[src/rtl/core_pkg.sv]
// Types and constants shared by the neural core and its sequencer.
package core_pkg;

  localparam int DW = 16;

  localparam logic MODE_FWD = 1'b0;
  localparam logic MODE_BWD = 1'b1;

  typedef enum logic [2:0] {
    IDLE,
    FETCH,
    STREAM,
    WAIT_VLD,
    DONE
  } state_e;

endpackage

[src/rtl/core_sequencer_if.sv]
// Sequencer-to-core link: one beat per rdy cycle, pass-level fwd/bwd flags, single-cycle result.
interface core_sequencer_if;
  import core_pkg::*;

  logic          rdy;
  logic          forward;
  logic          backward;
  logic [DW-1:0] x;
  logic [DW-1:0] e;
  logic          vld;
  logic [DW-1:0] y;

  modport master (output rdy, forward, backward, x, e, input vld, y);
  modport slave  (input rdy, forward, backward, x, e, output vld, y);

endinterface

[src/rtl/core_sequencer.sv]
// Streams N x-buffer words into the core per pass and captures its forward result.
// Latency: start->done is N+2 (bwd) or N+2+core latency (fwd); no backpressure, start is ignored while busy.
module core_sequencer
  import core_pkg::*;
#(
  parameter int N       = 100,
  parameter int AW      = 7,
  parameter int TIMEOUT = 255
) (
  input  logic           clk,
  input  logic           rst,
  input  logic           start_i,
  input  logic           mode_i,
  input  logic [DW-1:0]  e_in_i,
  output logic           busy_o,
  output logic           done_o,
  output logic           err_o,
  output logic [DW-1:0]  y_out_o,
  output logic           x_rd_o,
  output logic [AW-1:0]  x_addr_o,
  input  logic [DW-1:0]  x_data_i,
  core_sequencer_if.master core
);

  localparam int            TW       = $clog2(TIMEOUT + 1);
  localparam logic [AW-1:0] LAST     = AW'(N - 1);
  localparam int            TF       = (TIMEOUT >= 2) ? TIMEOUT - 2 : 0;
  localparam logic [TW-1:0] TMO_FIRE = TW'(TF);
  localparam logic [TW-1:0] TMO_MAX  = TW'(TIMEOUT);

  state_e        state_q, state_d;
  logic          mode_q, mode_d;
  logic [DW-1:0] e_q, e_d;
  logic [DW-1:0] y_q, y_d;
  logic          err_q, err_d;
  logic [AW-1:0] beat_q, beat_d;
  logic [AW-1:0] x_addr_q, x_addr_d;
  logic          x_rd_q, x_rd_d;
  logic [TW-1:0] tmo_q, tmo_d;

  always_ff @(posedge clk or posedge rst) begin
    if (rst) begin
      state_q  <= IDLE;
      mode_q   <= MODE_FWD;
      e_q      <= '0;
      y_q      <= '0;
      err_q    <= 1'b0;
      beat_q   <= '0;
      x_addr_q <= '0;
      x_rd_q   <= 1'b0;
      tmo_q    <= '0;
    end else begin
      state_q  <= state_d;
      mode_q   <= mode_d;
      e_q      <= e_d;
      y_q      <= y_d;
      err_q    <= err_d;
      beat_q   <= beat_d;
      x_addr_q <= x_addr_d;
      x_rd_q   <= x_rd_d;
      tmo_q    <= tmo_d;
    end
  end

  always_comb begin
    state_d  = state_q;
    mode_d   = mode_q;
    e_d      = e_q;
    y_d      = y_q;
    err_d    = err_q;
    beat_d   = beat_q;
    x_addr_d = x_addr_q;
    x_rd_d   = x_rd_q;
    tmo_d    = tmo_q;

    // Read pointer runs one word ahead of the beat and stops after word N-1.
    if (x_rd_q) begin
      x_addr_d = x_addr_q + AW'(1);
      x_rd_d   = (x_addr_q != LAST);
    end

    unique case (state_q)
      IDLE: begin
        if (start_i) begin
          state_d  = FETCH;
          mode_d   = mode_i;
          e_d      = e_in_i;
          err_d    = 1'b0;
          beat_d   = '0;
          tmo_d    = '0;
          x_rd_d   = 1'b1;
          x_addr_d = '0;
        end
      end
      FETCH: state_d = STREAM;
      STREAM: begin
        beat_d = beat_q + AW'(1);
        if (beat_q == LAST) begin
          state_d = (mode_q == MODE_FWD) ? WAIT_VLD : DONE;
        end
      end
      WAIT_VLD: begin
        tmo_d = (tmo_q == TMO_MAX) ? tmo_q : tmo_q + TW'(1);
        // Firing at TIMEOUT-2 lands done exactly TIMEOUT cycles after the last beat.
        if (core.vld) begin
          y_d     = core.y;
          err_d   = 1'b0;
          state_d = DONE;
        end else if (tmo_q == TMO_FIRE) begin
          err_d   = 1'b1;
          state_d = DONE;
        end
      end
      DONE: begin
        state_d  = IDLE;
        x_addr_d = '0;
      end
      default: state_d = IDLE;
    endcase
  end

  assign busy_o        = (state_q == FETCH) || (state_q == STREAM) || (state_q == WAIT_VLD);
  assign done_o        = (state_q == DONE);
  assign err_o         = done_o && err_q;
  assign y_out_o       = y_q;
  assign x_rd_o        = x_rd_q;
  assign x_addr_o      = x_addr_q;

  assign core.rdy      = (state_q == STREAM);
  assign core.forward  = (mode_q == MODE_FWD) && ((state_q == STREAM) || (state_q == WAIT_VLD));
  assign core.backward = (mode_q == MODE_BWD) && (state_q == STREAM);
  assign core.x        = core.rdy ? x_data_i : '0;
  assign core.e        = e_q;

endmodule
[src/flat_wrapper.sv]
// flat-port wrapper written by rule: the top's interface ports become plain ports
module core_sequencer_flat import core_pkg::*;
#(
  parameter int N       = 100,
  parameter int AW      = 7,
  parameter int TIMEOUT = 255
)
  (clk, rst, start_i, mode_i, e_in_i, busy_o, done_o, err_o, y_out_o, x_rd_o, x_addr_o, x_data_i, core_rdy, core_forward, core_backward, core_x, core_e, core_vld, core_y);
  core_sequencer_if core_i ();
  input  logic clk;
  input  logic rst;
  input  logic start_i;
  input  logic mode_i;
  input  logic [DW-1:0] e_in_i;
  output logic busy_o;
  output logic done_o;
  output logic err_o;
  output logic [DW-1:0] y_out_o;
  output logic x_rd_o;
  output logic [AW-1:0] x_addr_o;
  input  logic [DW-1:0] x_data_i;
  output wire logic [$bits(core_i.rdy)-1:0] core_rdy;
  output wire logic [$bits(core_i.forward)-1:0] core_forward;
  output wire logic [$bits(core_i.backward)-1:0] core_backward;
  output wire logic [$bits(core_i.x)-1:0] core_x;
  output wire logic [$bits(core_i.e)-1:0] core_e;
  input wire logic [$bits(core_i.vld)-1:0] core_vld;
  input wire logic [$bits(core_i.y)-1:0] core_y;
  assign core_rdy = core_i.rdy;
  assign core_forward = core_i.forward;
  assign core_backward = core_i.backward;
  assign core_x = core_i.x;
  assign core_e = core_i.e;
  assign core_i.vld = core_vld;
  assign core_i.y = core_y;
  core_sequencer #(.N(N), .AW(AW), .TIMEOUT(TIMEOUT)) u_core (.clk(clk), .rst(rst), .start_i(start_i), .mode_i(mode_i), .e_in_i(e_in_i), .busy_o(busy_o), .done_o(done_o), .err_o(err_o), .y_out_o(y_out_o), .x_rd_o(x_rd_o), .x_addr_o(x_addr_o), .x_data_i(x_data_i), .core(core_i));
endmodule
[config.mk]
export PLATFORM = sky130hd
export DESIGN_NAME = core_sequencer_flat
export DESIGN_NICKNAME = d
export VERILOG_FILES = /design/src/rtl/core_pkg.sv /design/src/rtl/core_sequencer_if.sv /design/src/rtl/core_sequencer.sv /design/src/flat_wrapper.sv
export SDC_FILE = /design/constraint.sdc
export NUM_CORES = 1
export LEC_CHECK = 0
export ABC_AREA = 1
export BUFFER_PORTS_ARGS = -buffer_cell sky130_fd_sc_hd__buf_2
export CAP_MARGIN = 20
export CORE_UTILIZATION = 53
export DETAILED_ROUTE_END_ITERATION = 8
export PLACE_DENSITY = 0.86
export SLEW_MARGIN = 40
export SYNTH_ARGS = -nofsm -noshare
export SYNTH_HDL_FRONTEND = slang
export SYNTH_SLANG_ARGS = --single-unit
[constraint.sdc]
create_clock -name clk -period 4.4 [get_ports clk]
set_clock_uncertainty 0.1 [all_clocks]
set_input_delay 1.32 -clock clk [delete_from_list [all_inputs] [get_ports clk]]
set_output_delay 1.32 -clock clk [all_outputs]
set_load 0.05 [all_outputs]
* After elaboration in Yosys (flattened, before gate mapping)
Index checks and enable logic that the tools add are counted.
** Operators by class
- Bitwise operators :: 1
- Add/sub/neg operators :: 3
- Multiplexer cells :: 22
- Order comparisons :: 0
- Divide/modulo/power cells :: 0
- Equal/unequal tests :: 12
- Reduce and logical (&&, ||, !) cells :: 15
- Multiply operators :: 0
- Shift operators :: 0
** Operators by type and width (count)
- 7-bit case mux with 2 select lines :: 2
- 7-bit two-way mux :: 3
- 8-bit == test, second input constant :: 2
- 16-bit two-way mux :: 1
- 8-bit two-way mux :: 2
- 8-bit case mux with 2 select lines :: 1
- 3-bit two-way mux :: 5
- 7-bit by 1-bit adder with 7-bit output, second input constant :: 2
- 3-bit case mux with 4 select lines :: 1
- 3-bit AND reduction :: 3
- 8-bit by 1-bit adder with 8-bit output, second input constant :: 1
- 7-bit == test, second input constant :: 1
- 7-bit inequality test, second input constant :: 1
- 3-bit by 2-bit == test with 1-bit output, second input constant :: 2
- 1-bit two-way mux :: 6
- 2-bit inequality test, second input constant :: 3
- 2-bit AND reduction :: 3
- 2-bit nonzero test :: 2
- 3-bit by 1-bit == test with 1-bit output, second input constant :: 1
- 3-bit == test, second input constant :: 1
- 1-bit logical AND :: 3
- 3-bit zero test :: 1
- 1-bit logical OR :: 3
- 3-bit by 2-bit inequality test with 1-bit output, second input constant :: 1
- 2 further kinds :: 2
** Storage, ports and cells
- Register bits :: 60
- Bits in writable memories :: 0
- Bits in read-only memories :: 0
- Input port bits :: 53
- Output and inout port bits :: 62
- Memories :: 0
- Bits in latches :: 0

* Depth between registers and ports, before layout
Gate-level depths: netlist (run 1).
- Word-level depth :: 4
- Gate-level depth with buffers :: 9
- Gate-level depth less buffers :: 9

* Worst setup path after synthesis (run 1)
No wires, ideal clock.
- Path type :: input to output
- Start :: input x_data_i[0]
- End :: output core_x[0]
- Data required time :: 2980 ps
- Slack :: 982 ps
- Stages :: 2
- Buffers on the path :: 0
- Arrival :: 1998 ps
- Path through :: inv_1 > nor2_1
** Between the ends
- Word-level cells in the longest chain between the ends :: 1
** RTL lines
- start: declaration :: RTL line flat_wrapper.sv:21 : input logic [DW-1:0] x_data_i;
- 16-bit two-way mux :: RTL line core_sequencer.sv:132 : assign core.x = core.rdy ? x_data_i : '0;
- end: declaration :: RTL line flat_wrapper.sv:25 : output wire logic [$bits(core_i.x)-1:0] core_x;
No other way between the ends.

* Final worst setup path (run 1)
- Start :: register u_core.state_q[2]
- End :: output core_backward
** Between the ends
- Word-level cells in the longest chain between the ends :: 2
** RTL lines
- start: declaration :: RTL line core_sequencer.sv:31 : state_e state_q, state_d;
- start signal: assignment :: RTL line core_sequencer.sv:53 : state_q <= state_d;
- 3-bit by 2-bit == test with 1-bit output :: RTL line core_sequencer.sv:131 : assign core.backward = (mode_q == MODE_BWD) && (state_q == STREAM);
- 1-bit logical AND :: RTL line core_sequencer.sv:131
- end: declaration :: RTL line flat_wrapper.sv:24 : output wire logic [$bits(core_i.backward)-1:0] core_backward;
No other way between the ends.

==> results_dict.tcl, run 1 <==
set metrics [dict create \
    outcome "finished, final reports clean" \
    port-buffer-count 114 \
    drive_above_1_share_pct 29.03 \
    cp-end-kind "primary output" \
    area_growth_pct 24.96 \
    die_w_um 77.02 \
    cts_root_buf "clkbuf_8" \
    synthCells 384 \
    io_pins 115 \
    hp-start "u_core.y_out_o[6]" \
    grt.overflow.total 0 \
    critPathMaxFanout 19 \
    setup_tns_ns 0 \
    synth.distinct_cells 31 \
    worst_slack_ns 0.8071 \
    routed_wl_um 6910 \
    synth_area_per_cell_um2 7.768 \
    crit_arrival_ns 2.17 \
    path_cells "inv_2 -> nand2_1 -> nor2_2 -> inv_2 -> nor2_2 -> buf_2" \
    grt_pass1_vias 2640 \
    hpwl_um 4975 \
    fin_crit_ns 3.593 \
    hold_violations 0 \
    slew_headroom_pct 57.28 \
    dieArea_um2 5932 \
    max_stage_delay_ns 0.50 \
    synth_fa_ha_area_share_pct 1.678 \
    max_slew.worst_pin.slew_ns 0.6399 \
    synth-seq-cells 60 \
    p_leak_nw 2.256 \
    rsz0062_at_grt "no" \
    track_usage_pct 24.81 \
    nets 555 \
    register_area_um2 1501 \
    insertion_delay_ns 0.33 \
    seq_area_frac_synth_pct 50.34 \
    cts_buffer_depth 2 \
    drcViolationCount 0 \
    drtAntennaViolNets 0 \
    placed_cells 557 \
    wl_per_cell_um 12.06 \
    start_util_pct 56.60 \
    antenna_found_initial 0 \
    synth_area_um2 2983 \
    post_cts_buffers 0 \
    cpMaxStageDelayCell "dfrtp_1" \
    fin_total_pwr_mw 1.047 \
    finalCritPeriodShare_pct 81.66 \
    postLayoutCellArea_um2 3727 \
    ctsHoldBuffers 0 \
    nFillCells 447 \
    numCtsBuffers 9 \
    vias_per_cell 4.946 \
    synth_simple_gate_area_share_pct 33.85 \
    ctsResizeCount 0 \
    gp_congestion 0.8673 \
    core_um2 5270 \
    startpoint "u_core.state_q[2]" \
    synth_compound_area_share_pct 4.279 \
    dp_slack_ns 1.148 \
    fin_cells 573 \
    htreeDepth 3 \
    ys_warn_count 0 \
    grt_pass1_wl_um 11620 \
    async_flop_share_pct 100.0 \
    hold_path_class "flop to flop" \
    max_cap_violations 0 \
    placed_cell_area_um2 3565 \
    setup_viol 0 \
    muxShareOfSynthArea_pct 0 \
    maxSlewViolCount 0 \
    critPathKind "flop to primary output" \
    powerDensity_nw_per_um2 280.9 \
    ys.flop_type "dfrtp_1" \
    r2r_start "u_core.state_q[0]" \
    die_h_um 77.02 \
    cts_tree "built" \
    synth-edff-count 0 \
    num_vias 2834 \
    clock_sinks 60 \
    drt_first_iter_violations 136 \
    grt_max_degree 32 \
    synth-xor-area-share_pct 0.8809 \
    synthesis.nets 441 \
    clk_transition_reported_paths_ns 0.07 \
    worstSetupStartpointType "flop" \
    synth_top_family_by_area "simple AND/OR/NAND/NOR gates" \
    fmax_ghz 0.2783 \
    peakVddDrop_v 0.0001846 \
    dr.pass1.iters 5 \
    multi_input_area_um2 1214 \
    worstPathRequired_ns 2.98 \
    diodes 0 \
    rows 26 \
]
-- cells in the final DEF (no fill, tap or decap), types with 3 or more instances in the layout --
cell	count
nand2_1	135
buf_2	114
dfrtp_1	60
inv_1	43
nand3_1	39
nor2_1	37
o21ai_1	10
clkbuf_8	10
o21ai_0	9
inv_2	6
nor2_2	4
ha_1	4
clkbuf_1	4
nand4_1	3
-- report_power, final --
part | switching (mW) | internal (mW) | leakage, nW | total, mW
registers | 0.000250 | 0.552 | 0.765 | 0.553
logic | 0.0532 | 0.0249 | 1.41 | 0.0781
clock network | 0.198 | 0.219 | 0.0844 | 0.416
total | 0.251 | 0.796 | 2.26 | 1.05
-- synthesized netlist by cell type, types with 3 or more instances --
master	number	area, µm²
nand2_1	135	506.7
nor2_1	37	138.9
nand4_1	3	18.77
buf_4	3	22.52
nand3_1	39	195.2
dfrtp_1	60	1501
o21ai_0	9	45.04
buf_2	4	20.02
buf_6	3	33.78
inv_1	44	165.2
nor2_2	4	25.02
o21ai_1	10	50.05
inv_2	5	18.77
ha_1	4	50.05
-- sequential cells by signal, indices dropped and copies added (netlist names) --
signal	flops
u_core.state_q	3
u_core.x_addr_o	7
u_core.mode_q	1
u_core.beat_q	7
u_core.core.e	16
u_core.err_q	1
u_core.tmo_q	8
u_core.x_rd_o	1
u_core.y_out_o	16
-- through the flow --
| stage | utilization, % | hold WS (ns) |
|---|---|---|
| finish | 70.73 | 0.3665 |
| global route | 70.73 | 0.3900 |
| CTS | 70.73 | 0.3689 |
| detailed placement | 67.64 | 0.3529 |
| global placement | 67.64 | 0.3518 |
| floorplan | - | 0.3349 |
-- layer usage --
layer / wire, µm / track usage, % / vias to the layer above / part of all wire [%]
met3: 544 / 7.143 / 13 / 7.9
li1: - / - / 1417 / -
met1: 2998 / 29.92 / 1279 / 43
met4: 118 / 10.57 / 0 / 1.7
met2: 3248 / 41.43 / 125 / 47
met5: 0 / 0 / - / 0
-- final timing paths --
kind / end / slack (ns) / depth (start not counted)
worst min register to register: u_core.y_out_o[6] / 0.37 / 2
worst max-delay path: core_backward / 0.81 / 6
max in group asynchronous: u_core.tmo_q[0] / 2.40 / 3
worst max register to register: u_core.beat_q[4] / 2.34 / 6
worst min-delay path: u_core.y_out_o[6] / 0.37 / 2
min in group asynchronous: u_core.y_out_o[1] / 0.98 / 2
-- kinds of logic (layout without fill, tap and decap cells) --
group,after synthesis,count (layout)
flip-flops,60,60
AO/OA/AOI/OAI,24,24
AND/OR/NAND/NOR,232,232
buffers and inverters,61,180
XOR/XNOR,3,3
adder cells (fa/ha/maj),4,4
-- critical path, delay by kind of cell, from the launching register on --
kind | cells | cell delay (ns)
DFF | 1 | 0.50
buffers and inverters | 3 | 0.68
and+or+nand+nor | 3 | 0.66
-- final cells by class --
cell class,instances,area share [%]
Clock buffer,14,4.095
Clock inverter,2,0.2685
Tap cell,70,2.350
Sequential cell,60,40.28
Multi-Input combinational cell,263,32.56
Inverter,49,4.935
Timing Repair Buffer,115,15.51
(Power assumes the default switching activity.)
==> run 2, diff against run 1 <==
--- a/config.mk
+++ b/config.mk
@@ -5,12 +5,12 @@
 export SDC_FILE = /design/constraint.sdc
 export NUM_CORES = 1
 export LEC_CHECK = 0
-export ABC_AREA = 1
+export ABC_AREA = 0
 export BUFFER_PORTS_ARGS = -buffer_cell sky130_fd_sc_hd__buf_2
 export CAP_MARGIN = 20
-export CORE_UTILIZATION = 53
+export CORE_UTILIZATION = 43
 export DETAILED_ROUTE_END_ITERATION = 8
-export PLACE_DENSITY = 0.86
+export PLACE_DENSITY = 0.76
 export SLEW_MARGIN = 40
 export SYNTH_ARGS = -nofsm -noshare
 export SYNTH_HDL_FRONTEND = slang
==> constraint.sdc (replaced) <==
create_clock -name clk -period 3.01 [get_ports clk]
set_clock_uncertainty 0.1 [all_clocks]
set_input_delay 0.903 -clock clk [delete_from_list [all_inputs] [get_ports clk]]
set_output_delay 0.903 -clock clk [all_outputs]
set_load 0.05 [all_outputs]
==> run 2 against run 1 <==
  * Register-to-register slack got worse by 1.4 ns
  * Critical path depth fell by 2
  * Power rose to 4.4 times the previous value
  * Sequential power rose by 140%
  * Synthesized cell count fell by 29%
  * Hold slack improved by 0.0030 ns
  * Area after synthesis fell by 7.5%
  * First-iteration DRC count fell by 38%
  * Final area fell by 2.3%
  * Die area rose by 14%
  * Wire length fell by 9.3%
  * Global-route usage fell by 5.5 points
  * Critical endpoint is now core_x[8]
  * Highest routed layer unchanged
==> results_dict.tcl, run 2 <==
set metrics [dict create \
    cpMaxStageDelayCell "dfrtp_1" \
    cp_num_buf_inv 2 \
    track_usage_pct 19.27 \
    max_slew.worst_pin.slew_ns 0.7049 \
    ys_warn_count 0 \
    max_stage_delay_ns 0.49 \
    placed_cells 454 \
    synth-edff-count 0 \
    gp_congestion 0.8603 \
    ys_top_cells_by_count "nand2_1 (68), dfrtp_1 (60), and2_1 (18), mux2_2 (16), o21ai_0 (16)" \
    hold_violations 0 \
    postLayoutCellArea_um2 3642 \
    vias_per_cell 5.100 \
    finalCritPeriodShare_pct 95.00 \
    fin_total_pwr_mw 4.645 \
    synth_area_leader_cell "dfrtp_1" \
    synthCells 272 \
    io_pins 115 \
    num_vias 2397 \
    powerDensity_nw_per_um2 1275 \
    synth-seq-cells 60 \
    cts_root_buf "clkbuf_8" \
    worst_slack_ns 0.1505 \
    setup_tns_ns 0 \
    numCtsBuffers 9 \
    worstPathRequired_ns 2.01 \
    drcViolationCount 0 \
    crit_arrival_ns 1.86 \
    p_leak_nw 1.894 \
    ys.flop_type "dfrtp_1" \
    critPathKind "flop to primary output" \
    synthesis.nets 329 \
    dp_slack_ns 0.1208 \
    path_cells "or3b_4 -> clkinvlp_4 -> and2_1 -> buf_2" \
    grt.overflow.total 0 \
    ys_top_cells_by_area "dfrtp_1 (54%), nand2_1 (9.2%), mux2_2 (6.5%)" \
    max_cap_violations 0 \
    die_w_um 82.12 \
    hpwl_um 4402 \
    dr.pass1.iters 4 \
    critPathMaxFanout 11 \
    die_h_um 82.12 \
    synth_area_um2 2760 \
    core_um2 6061 \
    synth_area_per_cell_um2 10.15 \
    hold_ws_ns 0.3695 \
    final_core_util_pct 60.10 \
    wl_per_cell_um 13.34 \
    setup_viol 0 \
    insertion_delay_ns 0.32 \
    async_flop_share_pct 100.0 \
    drtAntennaViolNets 0 \
    fin_cells 470 \
    area_growth_pct 31.96 \
    drive_above_1_share_pct 40.00 \
    htreeDepth 3 \
    grt_pass1_vias 2167 \
    synth.distinct_cells 42 \
    slew_headroom_pct 52.89 \
    rows 28 \
    seq_area_frac_synth_pct 54.40 \
    maxSlewViolCount 0 \
    nFillCells 529 \
    mostFrequentLayoutCell "buf_2" \
    drt_first_iter_violations 85 \
    fin_crit_ns 2.860 \
    peakVddDrop_v 0.0007358 \
    synth_top_cell_area_share_pct 54.40 \
    worstSetupStartpointType "flop" \
    nets 448 \
    port-buffer-count 114 \
    routed_wl_um 6270 \
    diodes 0 \
    cts_tree "built" \
    start_util_pct 45.54 \
    rsz0062_at_grt "no" \
    grt_max_degree 25 \
    layout_common_cells "buf_2 (114), nand2_1 (68), dfrtp_1 (60)" \
    yosysMostFrequentCell "nand2_1" \
    crit_family "simple AND/OR/NAND/NOR gates" \
    cp-end-kind "primary output" \
    fmax_ghz 0.3497 \
    clk_transition_reported_paths_ns 0.06 \
    hold_path_class "flop to flop" \
    grt_pass1_wl_um 9625 \
    placed_cell_area_um2 3405 \
    outcome "finished, final reports clean" \
    cts_buffer_depth 2 \
    antenna_found_initial 0 \
    dieArea_um2 6744 \
    clock_sinks 60 \
]
[run 2: changes by cell type after synthesis, sizes merged, moves of 16 or more]
cell / previous run / this run
and2: 0 / 18
mux2: 0 / 16
inv: 49 / 3
nand2: 139 / 68
nor2: 43 / 16
nand3: 41 / 4
[run 2: layout make-up]
| type | instances | area, µm² | area share, % |
|---|---|---|---|
| Multi-Input combinational cell | 197 | 1192 | 32.74 |
| Sequential cell | 60 | 1501 | 41.22 |
| Timing Repair inverter | 1 | 7.507 | 0.2061 |
| Tap cell | 75 | 93.84 | 2.576 |
| Inverter | 3 | 15.01 | 0.4122 |
| Timing Repair Buffer | 119 | 608.1 | 16.70 |
| Clock buffer | 11 | 151.4 | 4.157 |
| Clock inverter | 4 | 72.57 | 1.992 |
[run 2: cells by family (layout without fill, tap and decap cells)]
logic type	after synthesis	in the layout	share of synthesized area, %
xor gates and xnor gates	6	6	1.904
DFF	60	60	54.40
AOI/OAI and AO/OA	35	35	7.661
muxes	19	19	7.616
buffers and inverters	15	138	2.493
and+or+nand+nor	133	133	24.12
adders and majority gates	4	4	1.813
[run 2: routing by layer]
layer / global-route usage, % / share of wire [%]
met1: 22.97 / 45
met2: 32.81 / 47
met3: 5.495 / 7.2
met4: 7.368 / 0.48
met5: 0 / 0
[run 2: worst paths after layout]
| kind | slack, ns | depth (start not counted) | startpoint | to |
|---|---|---|---|---|
| max | 0.15 | 4 | u_core.state_q[0] | core_x[8] |
| min | 0.37 | 2 | u_core.core.e[10] | u_core.core.e[10] |
| max reg2reg | 0.93 | 4 | u_core.state_q[2] | u_core.beat_q[5] |
| min reg2reg | 0.37 | 2 | u_core.core.e[10] | u_core.core.e[10] |
| max in group asynchronous | 1.66 | 3 | rst | u_core.y_out_o[10] |
| min in group asynchronous | 0.50 | 2 | rst | u_core.y_out_o[2] |
[run 2: report_power, final]
part | switching (mW) | total, mW | internal [mW]
registers | 0.229 | 1.35 | 1.12
clock network | 0.305 | 0.810 | 0.505
logic | 1.85 | 2.48 | 0.636
[run 2: repair_timing]
item / 4_1_cts / 5_1_grt
buffers inserted: 0 / 0
endpoints found under the setup margin: 18 / 0
hold buffers: 0 / 0
resized for setup: 3 / 0
[run 2: worst register-to-register path: stages, from the launching register on]
cell	delay, ns
dfrtp_1	0.38
buf_4	0.17
or4b_2	0.97
o211ai_1	0.23
o31ai_1	0.11
